<file path="src/rtl/uart_arb_pkg.sv">
// uart_arb_pkg: shared arbiter state type and round-robin helper
package uart_arb_pkg;
  typedef enum logic [1:0] {IDLE, FORWARD, TAG} arb_state_t;
  function automatic logic [3:0] rr_next(input logic [15:0] req, input logic [3:0] last);
    logic [3:0] idx;
    rr_next = last;
    for (int i = 16; i >= 1; i--) begin
      idx = last + 4'(i);
      if (req[idx]) rr_next = idx;
    end
  endfunction
endpackage

</file>
<file path="src/rtl/rr_priority_pick.sv">
// rr_priority_pick: rotate-priority encoder, first requester strictly after last (up to 16 requesters)
module rr_priority_pick
  import uart_arb_pkg::*;
#(
  parameter int N = 4,
  parameter int W = $clog2(N)
) (
  input  logic [N-1:0] req,
  input  logic [W-1:0] last,
  output logic [W-1:0] idx,
  output logic         found
);
  // unused upper request bits are zero, so a 16-wide rotation equals an N-wide one
  always_comb begin
    idx = W'(rr_next(16'(req), 4'(last)));
    found = |req;
  end
endmodule

</file>
<file path="src/rtl/uart_tx_arbiter.sv">
// uart_tx_arbiter: packet-granular round-robin mux of AXI-Stream sources onto one UART tx; UART_TX_ARB_TAG_EN adds a source-id tag beat
module uart_tx_arbiter
  import uart_arb_pkg::*;
#(
  parameter int NUM_SOURCES = 4,
  parameter int WORD_WIDTH  = 8,
  parameter int MAX_BURST   = 16
) (
  input  logic                              clk,
  input  logic                              rst,
  input  logic [NUM_SOURCES*WORD_WIDTH-1:0] din_axis_tdata,
  input  logic [NUM_SOURCES-1:0]            din_axis_tvalid,
  input  logic [NUM_SOURCES-1:0]            din_axis_tlast,
  output logic [NUM_SOURCES-1:0]            din_axis_tready,
  output logic [WORD_WIDTH-1:0]             dout_axis_tdata,
  output logic                              dout_axis_tvalid,
  input  logic                              dout_axis_tready,
  output logic [$clog2(NUM_SOURCES)-1:0]    grant_id
);
  localparam int GW = $clog2(NUM_SOURCES);
  localparam int CW = $clog2(MAX_BURST + 1);
  arb_state_t state;
  logic [CW-1:0] beats;
  logic [GW-1:0] pick;
  logic found, fwd, tag, sel_valid, sel_last;
  logic [WORD_WIDTH-1:0] sel_data;
  rr_priority_pick #(.N(NUM_SOURCES), .W(GW)) u_pick (
    .req(din_axis_tvalid),
    .last(grant_id),
    .idx(pick),
    .found(found)
  );
  assign fwd = state == FORWARD;
`ifdef UART_TX_ARB_TAG_EN
  assign tag = state == TAG;
  if (WORD_WIDTH < GW) begin : g_tag_width_check
    $error("WORD_WIDTH too narrow to carry the source tag");
  end
`else
  assign tag = 1'b0;
`endif
  assign sel_data  = din_axis_tdata[int'(grant_id)*WORD_WIDTH +: WORD_WIDTH];
  assign sel_valid = din_axis_tvalid[grant_id];
  assign sel_last  = din_axis_tlast[grant_id];
  // unregistered pass-through of the granted source; tag beat carries the grant index
  always_comb begin
    dout_axis_tvalid = fwd ? sel_valid : tag;
    dout_axis_tdata = fwd && sel_valid ? sel_data : tag ? WORD_WIDTH'(grant_id) : '0;
    din_axis_tready = fwd && dout_axis_tready ? NUM_SOURCES'(1) << grant_id : '0;
  end
  // grant held for a whole packet or MAX_BURST beats, one idle cycle between grants
  always_ff @(posedge clk) begin
    if (rst) begin
      state <= IDLE;
      grant_id <= GW'(NUM_SOURCES - 1);
      beats <= '0;
    end else begin
      case (state)
        IDLE: if (found) begin
          grant_id <= pick;
          beats <= '0;
`ifdef UART_TX_ARB_TAG_EN
          state <= TAG;
`else
          state <= FORWARD;
`endif
        end
`ifdef UART_TX_ARB_TAG_EN
        TAG: if (dout_axis_tready) state <= FORWARD;
`endif
        FORWARD: if (sel_valid && dout_axis_tready) begin
          beats <= beats + 1'b1;
          if (sel_last || beats == CW'(MAX_BURST - 1)) state <= IDLE;
        end
        default: state <= IDLE;
      endcase
    end
  end
endmodule

</file>
<file path="config.mk">
export PLATFORM = sky130hd
export DESIGN_NAME = uart_tx_arbiter
export DESIGN_NICKNAME = d
export VERILOG_FILES = /design/src/rtl/uart_arb_pkg.sv /design/src/rtl/rr_priority_pick.sv /design/src/rtl/uart_tx_arbiter.sv
export SDC_FILE = /design/constraint.sdc
export NUM_CORES = 1
export LEC_CHECK = 0
export ABC_AREA = 1
export CORE_MARGIN = 5
export CORE_UTILIZATION = 39
export CTS_BUF_LIST = sky130_fd_sc_hd__clkbuf_8 sky130_fd_sc_hd__clkbuf_16
export CTS_CLUSTER_SIZE = 12
export DETAILED_ROUTE_END_ITERATION = 8
export PLACE_DENSITY = 0.85
export SLEW_MARGIN = 20
export SYNTH_ARGS = -nofsm -noshare
export SYNTH_HDL_FRONTEND = slang
export SYNTH_SLANG_ARGS = --single-unit
export TNS_END_PERCENT = 1
</file>
<file path="constraint.sdc">
create_clock -name clk -period 2.8 [get_ports clk]
set_clock_uncertainty 0.2 [all_clocks]
set_input_delay 0.84 -clock clk [delete_from_list [all_inputs] [get_ports clk]]
set_output_delay 0.84 -clock clk [all_outputs]
set_load 0.02 [all_outputs]
</file>
==> results of run 1 <==
==> worst paths after layout <==
kind | from | to | slack, ps | depth (start not counted)
worst min register to register | beats[4]$_SDFFE_PP0P_ | beats[4]$_SDFFE_PP0P_ | 280 | 2
worst max register to register | grant_id[0]$_SDFFE_PP1P_ | grant_id[1]$_SDFFE_PP1P_ | 510 | 12
worst min-delay path | beats[4]$_SDFFE_PP0P_ | beats[4]$_SDFFE_PP0P_ | 280 | 2
worst max-delay path | din_axis_tvalid[1] | dout_axis_tdata[7] | 20 | 10
==> metal layers <==
layer  vias to the layer above  wire length (um)
met4                         0                82
li1                        739                 -
met1                       659              1570
met2                        35              2050
met5                         -                 0
met3                         8               155
==> layout by cell type, fill, tap and decap left out <==
master and n:
sky130_fd_sc_hd__a21oi_1 8, sky130_fd_sc_hd__a21oi_2 7, sky130_fd_sc_hd__a21oi_4 2, sky130_fd_sc_hd__and3_1 1, sky130_fd_sc_hd__buf_12 1, sky130_fd_sc_hd__buf_2 4, sky130_fd_sc_hd__buf_4 20, sky130_fd_sc_hd__buf_6 5
sky130_fd_sc_hd__buf_8 1, sky130_fd_sc_hd__clkbuf_2 2, sky130_fd_sc_hd__clkbuf_8 3, sky130_fd_sc_hd__clkdlybuf4s50_1 24, sky130_fd_sc_hd__clkinv_4 1, sky130_fd_sc_hd__dfxtp_1 8, sky130_fd_sc_hd__dlymetal6s2s_1 16, sky130_fd_sc_hd__ha_1 7
sky130_fd_sc_hd__inv_1 17, sky130_fd_sc_hd__inv_2 3, sky130_fd_sc_hd__inv_4 2, sky130_fd_sc_hd__nand2_1 21, sky130_fd_sc_hd__nand2_2 11, sky130_fd_sc_hd__nand2_4 1, sky130_fd_sc_hd__nand3_1 6, sky130_fd_sc_hd__nand3_2 3
sky130_fd_sc_hd__nand4_1 1, sky130_fd_sc_hd__nor2_1 47, sky130_fd_sc_hd__nor2_2 5, sky130_fd_sc_hd__nor2_4 2, sky130_fd_sc_hd__o211ai_1 2, sky130_fd_sc_hd__o21ai_0 5, sky130_fd_sc_hd__o21ai_1 10, sky130_fd_sc_hd__o21ai_2 7
sky130_fd_sc_hd__o21ai_4 1, sky130_fd_sc_hd__o311ai_0 1, sky130_fd_sc_hd__or2_0 1
==> final cells by class <==
type / count / area share
multi-input combinational: 149 / 0.452
timing repair buffer: 73 / 0.372
sequential: 8 / 0.0837
inverter: 23 / 0.0503
clock buffer: 3 / 0.0216
tap: 31 / 0.0203
==> stage by stage <==
step	area (sq um)	TNS [ps]	util	power, mW
finish	1910	0	0.713	1.42
global route	1910	-201	0.713	1.54
CTS	1820	-375	0.678	1.37
detailed placement	1810	-9200	0.674	1.23
global placement	1810	-8800	0.674	1.21
floorplan	1130	0	-	0.870
==> power groups by stage <==
stage | clock, mW | sequential [mW] | combinational (mW)
finish | 0.134 | 0.146 | 1.14
detailed placement | 0 | 0.147 | 1.08
CTS | 0.137 | 0.146 | 1.09
global placement | 0 | 0.146 | 1.07
floorplan | 0 | 0.165 | 0.705
global route | 0.143 | 0.148 | 1.25
==> sequential cells by signal, indices dropped and copies added, names as in the netlist <==
name and count:
grant_id 2, state 1, beats 5
==> cells by family after synthesis <==
kind of cell             after synthesis  share of synthesized area
adder cells (fa/ha/maj)                7                     0.0816
flip-flops                             8                      0.149
AND/OR/NAND/NOR                       99                      0.422
AO/OA/AOI/OAI                         43                      0.219
buffers and inverters                 30                      0.128
==> what timing repair did <==
item,CTS,global route
cloned,0,0
pin swaps,3,33
resized for setup,84,46
endpoints found under the setup margin,13,10
buffers inserted,0,1
hold endpoints to repair,0,0
==> worst max-delay path, stage by stage <==
cell and delay [ps]:
sky130_fd_sc_hd__buf_8 80, sky130_fd_sc_hd__inv_4 30, sky130_fd_sc_hd__nand2_4 60, sky130_fd_sc_hd__o21ai_4 60, sky130_fd_sc_hd__nand2_2 50, sky130_fd_sc_hd__nand2_2 70, sky130_fd_sc_hd__nor2_4 120, sky130_fd_sc_hd__clkinv_4 130
sky130_fd_sc_hd__a21oi_2 140, sky130_fd_sc_hd__buf_4 160
==> reports/metrics.json, run 1 <==
{
  "cts": {
    "htreeDepth": 1,
    "clk_path_buf_depth": 2,
    "hold_bufs_at_cts": 0,
    "numClockSinks": 8,
    "cts_tree": "built",
    "cts.reportedPaths.clkPinSlew_ps": 40,
    "cts_buffers": 3,
    "root_buffer": "sky130_fd_sc_hd__clkbuf_8",
    "clk_latency_ps": 230
  },
  "grt": {
    "number_of_global_route_vias_before_repair": 1291,
    "grt_busiest_layer": "met2",
    "groute.layer.met1.usage": 0.225,
    "globalRouteTotalUtil": 0.179,
    "grt_max_degree": 25,
    "global_route_wire_length_before_repair_um": 5910,
    "use_met2": 0.310,
    "antenna_found_initial": 0,
    "met3_usage": 0.0306,
    "globalRouteOverflowTotal": 0
  },
  "die": {
    "num_io_pins": 58,
    "placeableCoreArea_sq_um": 2690,
    "die-height_um": 62.5,
    "die_area_sq_um": 3900,
    "std_cell_rows": 19,
    "dieWidth_um": 62.5,
    "effective_utilization_at_floorplan": 0.400
  },
  "sta": {
    "hold_ws_ps": 279,
    "setup_repair_after_global_routing_missed_its_margin": "yes",
    "final_hold_viol_count": 0,
    "worst_slew_pin_slew_ps": 329,
    "post-route-worst-setup-slack_ps": 18.6,
    "timing.final.crit_period_ps": 2780,
    "fin_crit_sh": 0.993,
    "achievable-frequency_mhz": 360,
    "timing.final.max_slew_violations": 0,
    "report.final.setup_viol": 0,
    "max_transition_margin": 0.778
  },
  "setup_path": {
    "worstSetupPathType": "input pin to output pin",
    "crit_path_end_kind": "output pin",
    "timing.critical_path.arrival_ps": 1740,
    "crit_required_ps": 1760,
    "worstSetupStartpointType": "input pin",
    "crit_fanout": 8
  },
  "routing": {
    "detail_route.first_pass.iterations": 5,
    "wire_per_inst_um": 13.5,
    "first_iter_violations": 38,
    "drc_viols": 0,
    "postRouteAntennaNets": 0,
    "via_count": 1441,
    "postRouteWirelength_um": 3860,
    "route.detailed.vias_per_inst": 5.02
  },
  "logic_synthesis": {
    "syn_area_sq_um": 1070,
    "synthFlopType": "sky130_fd_sc_hd__dfxtp_1",
    "number_of_enable_flip_flop_cells_after_synthesis": 0,
    "syn-num-nets": 237,
    "post-synth-top-area-cell": "sky130_fd_sc_hd__nor2_1",
    "synth_warnings": 0,
    "most_frequent_cell_after_synthesis": "sky130_fd_sc_hd__nor2_1",
    "synth_top_area_frac": 0.175,
    "avgSynthCellArea_sq_um": 5.74,
    "synth_area_leaders": "sky130_fd_sc_hd__nor2_1, sky130_fd_sc_hd__dfxtp_1, sky130_fd_sc_hd__o21ai_0",
    "synth_top_cells_by_count": "sky130_fd_sc_hd__nor2_1, sky130_fd_sc_hd__nand2_1, sky130_fd_sc_hd__o21ai_0",
    "synth.ff_latch_count": 8,
    "seq_area_frac_synth": 0.149,
    "yosys.cell_types.count": 26,
    "async_reset_ff_frac": 0,
    "synthCells": 187
  },
  "place": {
    "post-place-cells": 283,
    "gp_congestion": 0.855,
    "worst_slack_at_placement_ps": -840,
    "port_buffers": 57,
    "place_hpwl_um": 2940
  },
  "finish": {
    "finalNonFillerCells": 287,
    "multiInputGateArea_sq_um": 866,
    "antennaDiodeCount": 0,
    "nFillCells": 214,
    "area_growth_pct": 78.3,
    "nets": 308,
    "register_area_sq_um": 160,
    "layout-drive-gt1-share": 0.316
  },
  "pwr": {
    "total_leakage_power_nw": 0.997,
    "vdd_ir_drop_max_mv": 0.489,
    "share_clk_of_total_power": 0.094,
    "powerDensity_nw_per_um2": 742,
    "internal_power_uw": 691,
    "p_sw_frac": 0.514,
    "pwr-share-comb": 0.803,
    "net-switching-power_uw": 730,
    "sequential_fraction_of_design_power": 0.103
  },
  "hold_path": {
    "worstHoldPathType": "register to register"
  },
  "status": {
    "run_status": "finished clean"
  },
  "flow_run": {
    "cap_violations": 0
  }
}
Power figures use the tool's default switching activity.
==> inputs of run 2 (changes only) <==
- CAP_MARGIN: unset -> 20
- CORE_MARGIN: 5 -> 2
- CORE_UTILIZATION: 39 -> 40
- CTS_BUF_LIST: sky130_fd_sc_hd__clkbuf_8 sky130_fd_sc_hd__clkbuf_16 -> sky130_fd_sc_hd__clkbuf_8
- PLACE_DENSITY: 0.85 -> 0.87
==> reports/metrics.json, run 2 (same netlist as run 1, synthesis figures left out) <==
{
  "pwr": {
    "total_leakage_power": {"value": 0.970, "unit": "nW", "change": "was 0.997 nW"},
    "finalPower": {"value": 1.41, "unit": "mW", "change": "was 1.42 mW"},
    "vdd_ir_drop_max": {"value": 0.532, "unit": "mV", "change": "was 0.489 mV"},
    "sequential_fraction_of_design_power": {"value": 0.106, "change": "was 0.103"},
    "internal_power": {"value": 689, "unit": "uW", "change": "was 691 uW"},
    "pwr-share-comb": {"value": 0.796, "change": "was 0.803"},
    "net-switching-power": {"value": 722, "unit": "uW", "change": "was 730 uW"},
    "share_clk_of_total_power": {"value": 0.098, "change": "was 0.094"},
    "p_sw_frac": {"value": 0.512, "change": "was 0.514"},
    "powerDensity": {"value": 741, "unit": "nW/um^2", "change": "was 742 nW/um^2"}
  },
  "place": {
    "port_buffers": {"value": 57, "change": "unchanged"},
    "place_hpwl": {"value": 2740, "unit": "um", "change": "was 2940 um"},
    "post-place-cells": {"value": 279, "change": "was 283"},
    "gp_congestion": {"value": 0.906, "change": "was 0.855"}
  },
  "finish": {
    "layout_top_registers": {"value": "beats x5, grant_id x2, state x1", "change": "unchanged"},
    "area_growth": {"value": 77.5, "unit": "%", "change": "was 78.3%"},
    "nFillCells": {"value": 189, "change": "was 214"},
    "top_register": {"value": "beats", "change": "unchanged"},
    "layout_common_cells": {"value": "sky130_fd_sc_hd__nor2_1, sky130_fd_sc_hd__clkdlybuf4s50_1, sky130_fd_sc_hd__nand2_1", "change": "unchanged"},
    "layout-drive-gt1-share": {"value": 0.298, "change": "was 0.316"},
    "final_core_utilization": {"value": 0.762, "change": "was 0.713"},
    "largest_register_ffs": {"value": 5, "change": "unchanged"},
    "layout_commonest_cell": {"value": "sky130_fd_sc_hd__nor2_1", "change": "unchanged"},
    "finalNonFillerCells": {"value": 285, "change": "was 287"},
    "nets": {"value": 307, "change": "was 308"},
    "antennaDiodeCount": {"value": 0, "change": "unchanged"}
  },
  "setup_path": {
    "worstSetupStartpointType": {"value": "input pin", "change": "unchanged"},
    "worstSetupPathType": {"value": "input pin to output pin", "change": "unchanged"},
    "crit_fanout": {"value": 5, "change": "was 8"},
    "crit_path_end_kind": {"value": "output pin", "change": "unchanged"},
    "ff2ff_path_depth": {"value": 13, "change": "was 12"},
    "r2r_setup_slack": {"value": 530, "unit": "ps", "change": "was 510 ps"},
    "crit_required": {"value": 1760, "unit": "ps", "change": "about the same"},
    "timing.critical_path.arrival": {"value": 1740, "unit": "ps", "change": "about the same"}
  },
  "sta": {
    "timing.final.max_slew_violations": {"value": 0, "change": "unchanged"},
    "report.final.setup_viol": {"value": 0, "change": "unchanged"},
    "timing.final.crit_period": {"value": 2780, "unit": "ps", "change": "about the same"},
    "fin_crit_sh": {"value": 0.992, "change": "was 0.993"},
    "final_hold_viol_count": {"value": 0, "change": "unchanged"},
    "setup_repair_after_global_routing_missed_its_margin": {"value": "yes", "change": "unchanged"},
    "worst_slew_pin_slew": {"value": 345, "unit": "ps", "change": "was 329 ps"},
    "max_transition_margin": {"value": 0.767, "change": "was 0.778"},
    "achievable-frequency": {"value": 360, "unit": "MHz", "change": "about the same"}
  },
  "grt": {
    "grt_max_degree": {"value": 25, "change": "unchanged"},
    "globalRouteTotalUtil": {"value": 0.227, "change": "was 0.179"},
    "number_of_global_route_vias_before_repair": {"value": 1300, "change": "was 1291"},
    "globalRouteOverflowTotal": {"value": 0, "change": "unchanged"},
    "antenna_found_initial": {"value": 0, "change": "unchanged"},
    "global_route_wire_length_before_repair": {"value": 5780, "unit": "um", "change": "was 5910 um"}
  },
  "cts": {
    "numClockSinks": {"value": 8, "change": "unchanged"},
    "clk_path_buf_depth": {"value": 2, "change": "unchanged"},
    "hold_bufs_at_cts": {"value": 0, "change": "unchanged"},
    "cts.reportedPaths.clkPinSlew": {"value": 40, "unit": "ps", "change": "about the same"},
    "cts_tree": {"value": "built", "change": "unchanged"},
    "root_buffer": {"value": "sky130_fd_sc_hd__clkbuf_8", "change": "unchanged"},
    "htreeDepth": {"value": 1, "change": "unchanged"},
    "clk_latency": {"value": 230, "unit": "ps", "change": "about the same"},
    "cts_buffers": {"value": 3, "change": "unchanged"}
  },
  "routing": {
    "drc_viols": {"value": 0, "change": "unchanged"},
    "first_iter_violations": {"value": 47, "change": "was 38"},
    "postRouteAntennaNets": {"value": 0, "change": "unchanged"},
    "detail_route.first_pass.iterations": {"value": 4, "change": "was 5"},
    "route.detailed.vias_per_inst": {"value": 4.98, "change": "was 5.02"},
    "wire_per_inst": {"value": 12.5, "unit": "um", "change": "was 13.5 um"},
    "postRouteWirelength": {"value": 3570, "unit": "um", "change": "was 3860 um"},
    "via_count": {"value": 1420, "change": "was 1441"}
  },
  "flow_run": {
    "cap_violations": {"value": 0, "change": "unchanged"}
  },
  "die": {
    "die-height": {"value": 55.8, "unit": "um", "change": "was 62.5 um"},
    "placeableCoreArea": {"value": 2500, "unit": "sq um", "change": "was 2690 sq um"},
    "effective_utilization_at_floorplan": {"value": 0.429, "change": "was 0.400"},
    "die_area": {"value": 3110, "unit": "sq um", "change": "was 3900 sq um"},
    "num_io_pins": {"value": 58, "change": "unchanged"},
    "dieWidth": {"value": 55.8, "unit": "um", "change": "was 62.5 um"},
    "std_cell_rows": {"value": 18, "change": "was 19"}
  },
  "status": {
    "run_status": {"value": "finished clean", "change": "unchanged"}
  },
  "hold_path": {
    "hold-path-cell-count": {"value": 2, "change": "unchanged"},
    "worstHoldPathType": {"value": "register to register", "change": "unchanged"}
  }
}
-- run 2: changes by cell type in the layout (fill, tap and decap cells not counted), sizes merged --
cell,change
dlymetal6s2s,-3
buf,-1
dlygate4sd2,+3
-- run 2: area by class of cell --
cell class	count	area [sq um]	area share
repair buffers	72	712	0.374
multi-input cells	149	858	0.450
flip-flops and latches	8	160	0.0840
well taps	30	37.5	0.0197
clock buffers	3	41.3	0.0217
inverters	23	96.3	0.0506
-- run 2: metrics by stage --
step	instance area [sq um]	worst slack, ps	setup TNS [ps]	hold WS [ps]
floorplan	1130	83.1	0	241
global placement	1790	-799	-8770	259
detailed placement	1790	-840	-9030	264
CTS	1800	-51.5	-255	271
global route	1910	-31.0	-75.2	294
finish	1910	22.8	0	269
-- run 2: what timing repair did --
item | 4_1_cts | 5_1_grt
buffers inserted | 1 | 2
gates resized for setup | 91 | 42
cloned | 0 | 0
pin swaps | 8 | 27
endpoints found under the setup margin | 13 | 13
-- run 2: worst max-delay path, cell delays in order --
cell and delay [ps]:
sky130_fd_sc_hd__clkdlybuf4s50_1 500, sky130_fd_sc_hd__nand2_2 120, sky130_fd_sc_hd__nor2_1 120, sky130_fd_sc_hd__buf_4 150
-- run 2: worst paths after layout --
kind / start / end
max: dout_axis_tready / din_axis_tready[1]
min: beats[4]$_SDFFE_PP0P_ / beats[4]$_SDFFE_PP0P_
max reg2reg: grant_id[0]$_SDFFE_PP1P_ / grant_id[1]$_SDFFE_PP1P_
min reg2reg: beats[4]$_SDFFE_PP0P_ / beats[4]$_SDFFE_PP0P_
-- run 2: routing by layer --
metal / GRT usage / part of all wire / vias up
met2: 0.378 / 0.49 / 36
met5: 0 / 0 / -
met4: 0.0836 / 0.021 / 0
met1: 0.301 / 0.45 / 639
li1: - / - / 736
met3: 0.0209 / 0.033 / 9
-- run 2: power groups by stage --
stage               clock [mW]  sequential (mW)  combinational (mW)
floorplan                    0            0.165               0.705
global placement             0            0.150                1.04
detailed placement           0            0.151                1.06
CTS                      0.140            0.149                1.06
global route             0.146            0.152                1.24
finish                   0.139            0.149                1.12
==> inputs of run 3 (changes only) <==
- SKIP_LAST_GASP: unset -> 1
==> reports/metrics.json, run 3 (same netlist as run 1, synthesis figures left out) <==
{
  "status": {
    "run_status": {"value": "finished clean", "change": "unchanged"}
  },
  "pwr": {
    "vdd_ir_drop_max": {"value": 0.545, "unit": "mV", "change": "was 0.532 mV"},
    "net-switching-power": {"value": 722, "unit": "uW", "change": "about the same"},
    "internal_power": {"value": 687, "unit": "uW", "change": "was 689 uW"},
    "p_sw_frac": {"value": 0.512, "change": "about the same"},
    "share_clk_of_total_power": {"value": 0.098, "change": "about the same"},
    "powerDensity": {"value": 739, "unit": "nW/um^2", "change": "was 741 nW/um^2"},
    "pwr-share-comb": {"value": 0.796, "change": "about the same"},
    "sequential_fraction_of_design_power": {"value": 0.106, "change": "about the same"},
    "total_leakage_power": {"value": 0.985, "unit": "nW", "change": "was 0.970 nW"}
  },
  "cts": {
    "numClockSinks": {"value": 8, "change": "unchanged"},
    "root_buffer": {"value": "sky130_fd_sc_hd__clkbuf_8", "change": "unchanged"},
    "htreeDepth": {"value": 1, "change": "unchanged"},
    "cts_tree": {"value": "built", "change": "unchanged"},
    "clk_path_buf_depth": {"value": 2, "change": "unchanged"},
    "clk_latency": {"value": 230, "unit": "ps", "change": "about the same"},
    "cts.reportedPaths.clkPinSlew": {"value": 40, "unit": "ps", "change": "about the same"},
    "cts_buffers": {"value": 3, "change": "unchanged"},
    "hold_bufs_at_cts": {"value": 0, "change": "unchanged"}
  },
  "sta": {
    "report.final.setup_viol": {"value": 0, "change": "unchanged"},
    "post-route-worst-setup-slack": {"value": 5.48, "unit": "ps", "change": "was 22.8 ps"},
    "hold_ws": {"value": 269, "unit": "ps", "change": "about the same"},
    "timing.final.max_slew_violations": {"value": 0, "change": "unchanged"},
    "achievable-frequency": {"value": 358, "unit": "MHz", "change": "was 360 MHz"},
    "fin_crit_sh": {"value": 0.998, "change": "was 0.992"},
    "final_hold_viol_count": {"value": 0, "change": "unchanged"},
    "timing.final.crit_period": {"value": 2790, "unit": "ps", "change": "was 2780 ps"},
    "worst_slew_pin_slew": {"value": 347, "unit": "ps", "change": "was 345 ps"},
    "setup_repair_after_global_routing_missed_its_margin": {"value": "yes", "change": "unchanged"},
    "max_transition_margin": {"value": 0.766, "change": "was 0.767"},
    "setup_tns_final": {"value": 0, "unit": "ps", "change": "unchanged"}
  },
  "setup_path": {
    "crit_chain": {"value": "clkdlybuf4s50_1 -> nand2_2 -> nor2_1 -> buf_2", "change": "was clkdlybuf4s50_1 -> nand2_2 -> nor2_1 -> buf_4"},
    "worstSetupPathType": {"value": "input pin to output pin", "change": "unchanged"},
    "timing.critical_path.arrival": {"value": 1750, "unit": "ps", "change": "was 1740 ps"},
    "crit_path_end_kind": {"value": "output pin", "change": "unchanged"},
    "worstSetupStartpointType": {"value": "input pin", "change": "unchanged"},
    "cp_slowest_stage_delay": {"value": 500, "unit": "ps", "change": "about the same"},
    "crit_required": {"value": 1760, "unit": "ps", "change": "about the same"},
    "crit_fanout": {"value": 5, "change": "unchanged"},
    "critPathSlowestCell": {"value": "sky130_fd_sc_hd__clkdlybuf4s50_1", "change": "unchanged"}
  },
  "grt": {
    "grt_max_degree": {"value": 25, "change": "unchanged"},
    "number_of_global_route_vias_before_repair": {"value": 1310, "change": "was 1300"},
    "antenna_found_initial": {"value": 0, "change": "unchanged"},
    "globalRouteTotalUtil": {"value": 0.227, "change": "about the same"},
    "global_route_wire_length_before_repair": {"value": 5790, "unit": "um", "change": "was 5780 um"},
    "globalRouteOverflowTotal": {"value": 0, "change": "unchanged"}
  },
  "routing": {
    "via_count": {"value": 1422, "change": "was 1420"},
    "wire_per_inst": {"value": 12.6, "unit": "um", "change": "was 12.5 um"},
    "drc_viols": {"value": 0, "change": "unchanged"},
    "postRouteWirelength": {"value": 3600, "unit": "um", "change": "was 3570 um"},
    "detail_route.first_pass.iterations": {"value": 5, "change": "was 4"},
    "first_iter_violations": {"value": 39, "change": "was 47"},
    "postRouteAntennaNets": {"value": 0, "change": "unchanged"},
    "route.detailed.vias_per_inst": {"value": 4.99, "change": "was 4.98"}
  },
  "die": {
    "std_cell_rows": {"value": 18, "change": "unchanged"},
    "die_area": {"value": 3110, "unit": "sq um", "change": "unchanged"},
    "die-height": {"value": 55.8, "unit": "um", "change": "unchanged"},
    "effective_utilization_at_floorplan": {"value": 0.429, "change": "unchanged"},
    "placeableCoreArea": {"value": 2500, "unit": "sq um", "change": "unchanged"},
    "dieWidth": {"value": 55.8, "unit": "um", "change": "unchanged"},
    "num_io_pins": {"value": 58, "change": "unchanged"}
  },
  "finish": {
    "layout_commonest_cell": {"value": "sky130_fd_sc_hd__nor2_1", "change": "unchanged"},
    "nets": {"value": 307, "change": "unchanged"},
    "final_cell_area": {"value": 1910, "unit": "sq um", "change": "unchanged"},
    "layout_top_registers": {"value": "beats x5, grant_id x2, state x1", "change": "unchanged"},
    "multiInputGateArea": {"value": 858, "unit": "sq um", "change": "unchanged"},
    "finalNonFillerCells": {"value": 285, "change": "unchanged"},
    "nFillCells": {"value": 185, "change": "was 189"},
    "area_growth": {"value": 77.5, "unit": "%", "change": "unchanged"},
    "largest_register_ffs": {"value": 5, "change": "unchanged"},
    "register_area": {"value": 160, "unit": "sq um", "change": "unchanged"},
    "layout_common_cells": {"value": "sky130_fd_sc_hd__nor2_1, sky130_fd_sc_hd__clkdlybuf4s50_1, sky130_fd_sc_hd__nand2_1", "change": "unchanged"},
    "layout-drive-gt1-share": {"value": 0.298, "change": "unchanged"},
    "antennaDiodeCount": {"value": 0, "change": "unchanged"},
    "top_register": {"value": "beats", "change": "unchanged"}
  },
  "place": {
    "place_hpwl": {"value": 2740, "unit": "um", "change": "unchanged"},
    "gp_congestion": {"value": 0.906, "change": "unchanged"},
    "dpl_cell_area": {"value": 1790, "unit": "sq um", "change": "unchanged"},
    "port_buffers": {"value": 57, "change": "unchanged"},
    "post-place-cells": {"value": 279, "change": "unchanged"},
    "worst_slack_at_placement": {"value": -840, "unit": "ps", "change": "unchanged"}
  },
  "hold_path": {
    "worstHoldPathType": {"value": "register to register", "change": "unchanged"}
  },
  "flow_run": {
    "cap_violations": {"value": 0, "change": "unchanged"}
  }
}
## run 3: cell type report
cell class                 instances  share of cell area
clock buffer                       3              0.0217
inverter                          23              0.0506
tap                               30              0.0197
sequential                         8              0.0840
timing repair buffer              72               0.374
multi-input combinational        149               0.450
## run 3: worst max-delay path, delay by kind of cell
family	cells	cell delay, ps
buffers and inverters	2	670
AND/OR/NAND/NOR	2	240
## run 3: final timing paths
check | from | end | slack, ps | depth (start not counted)
worst max-delay path | dout_axis_tready | din_axis_tready[1] | 5 | 4
worst max register to register | grant_id[0]$_SDFFE_PP1P_ | grant_id[1]$_SDFFE_PP1P_ | 550 | 13
worst min register to register | beats[4]$_SDFFE_PP0P_ | beats[4]$_SDFFE_PP0P_ | 270 | 2
worst min-delay path | beats[4]$_SDFFE_PP0P_ | beats[4]$_SDFFE_PP0P_ | 270 | 2
## run 3: layer usage
layer / track usage / vias to the layer above / wire length [um]
met1: 0.300 / 652 / 1620
met4: 0.0836 / 0 / 62
met5: 0 / - / 0
met2: 0.381 / 30 / 1810
li1: - / 733 / -
met3: 0.0209 / 7 / 104
## run 3: what timing repair did
| action | 4_1_cts | 5_1_grt |
|---|---|---|
| endpoints found under the hold margin | 0 | 0 |
| pin swaps | 8 | 31 |
| setup endpoints to repair | 13 | 13 |
| buffers inserted | 1 | 2 |
| gates resized for setup | 82 | 48 |
## run 3: power groups by stage
stage | registers [mW] | logic (mW) | clock network [mW]
floorplan | 0.165 | 0.705 | 0
global placement | 0.150 | 1.04 | 0
detailed placement | 0.151 | 1.06 | 0
CTS | 0.149 | 1.06 | 0.140
global route | 0.152 | 1.24 | 0.146
finish | 0.149 | 1.12 | 0.138
## run 3: stage by stage
stage                      util  total power [mW]
after floorplan               -             0.870
after global placement    0.715              1.19
after detailed placement  0.715              1.21
after CTS                 0.724              1.35
after global routing      0.762              1.53
final                     0.762              1.41
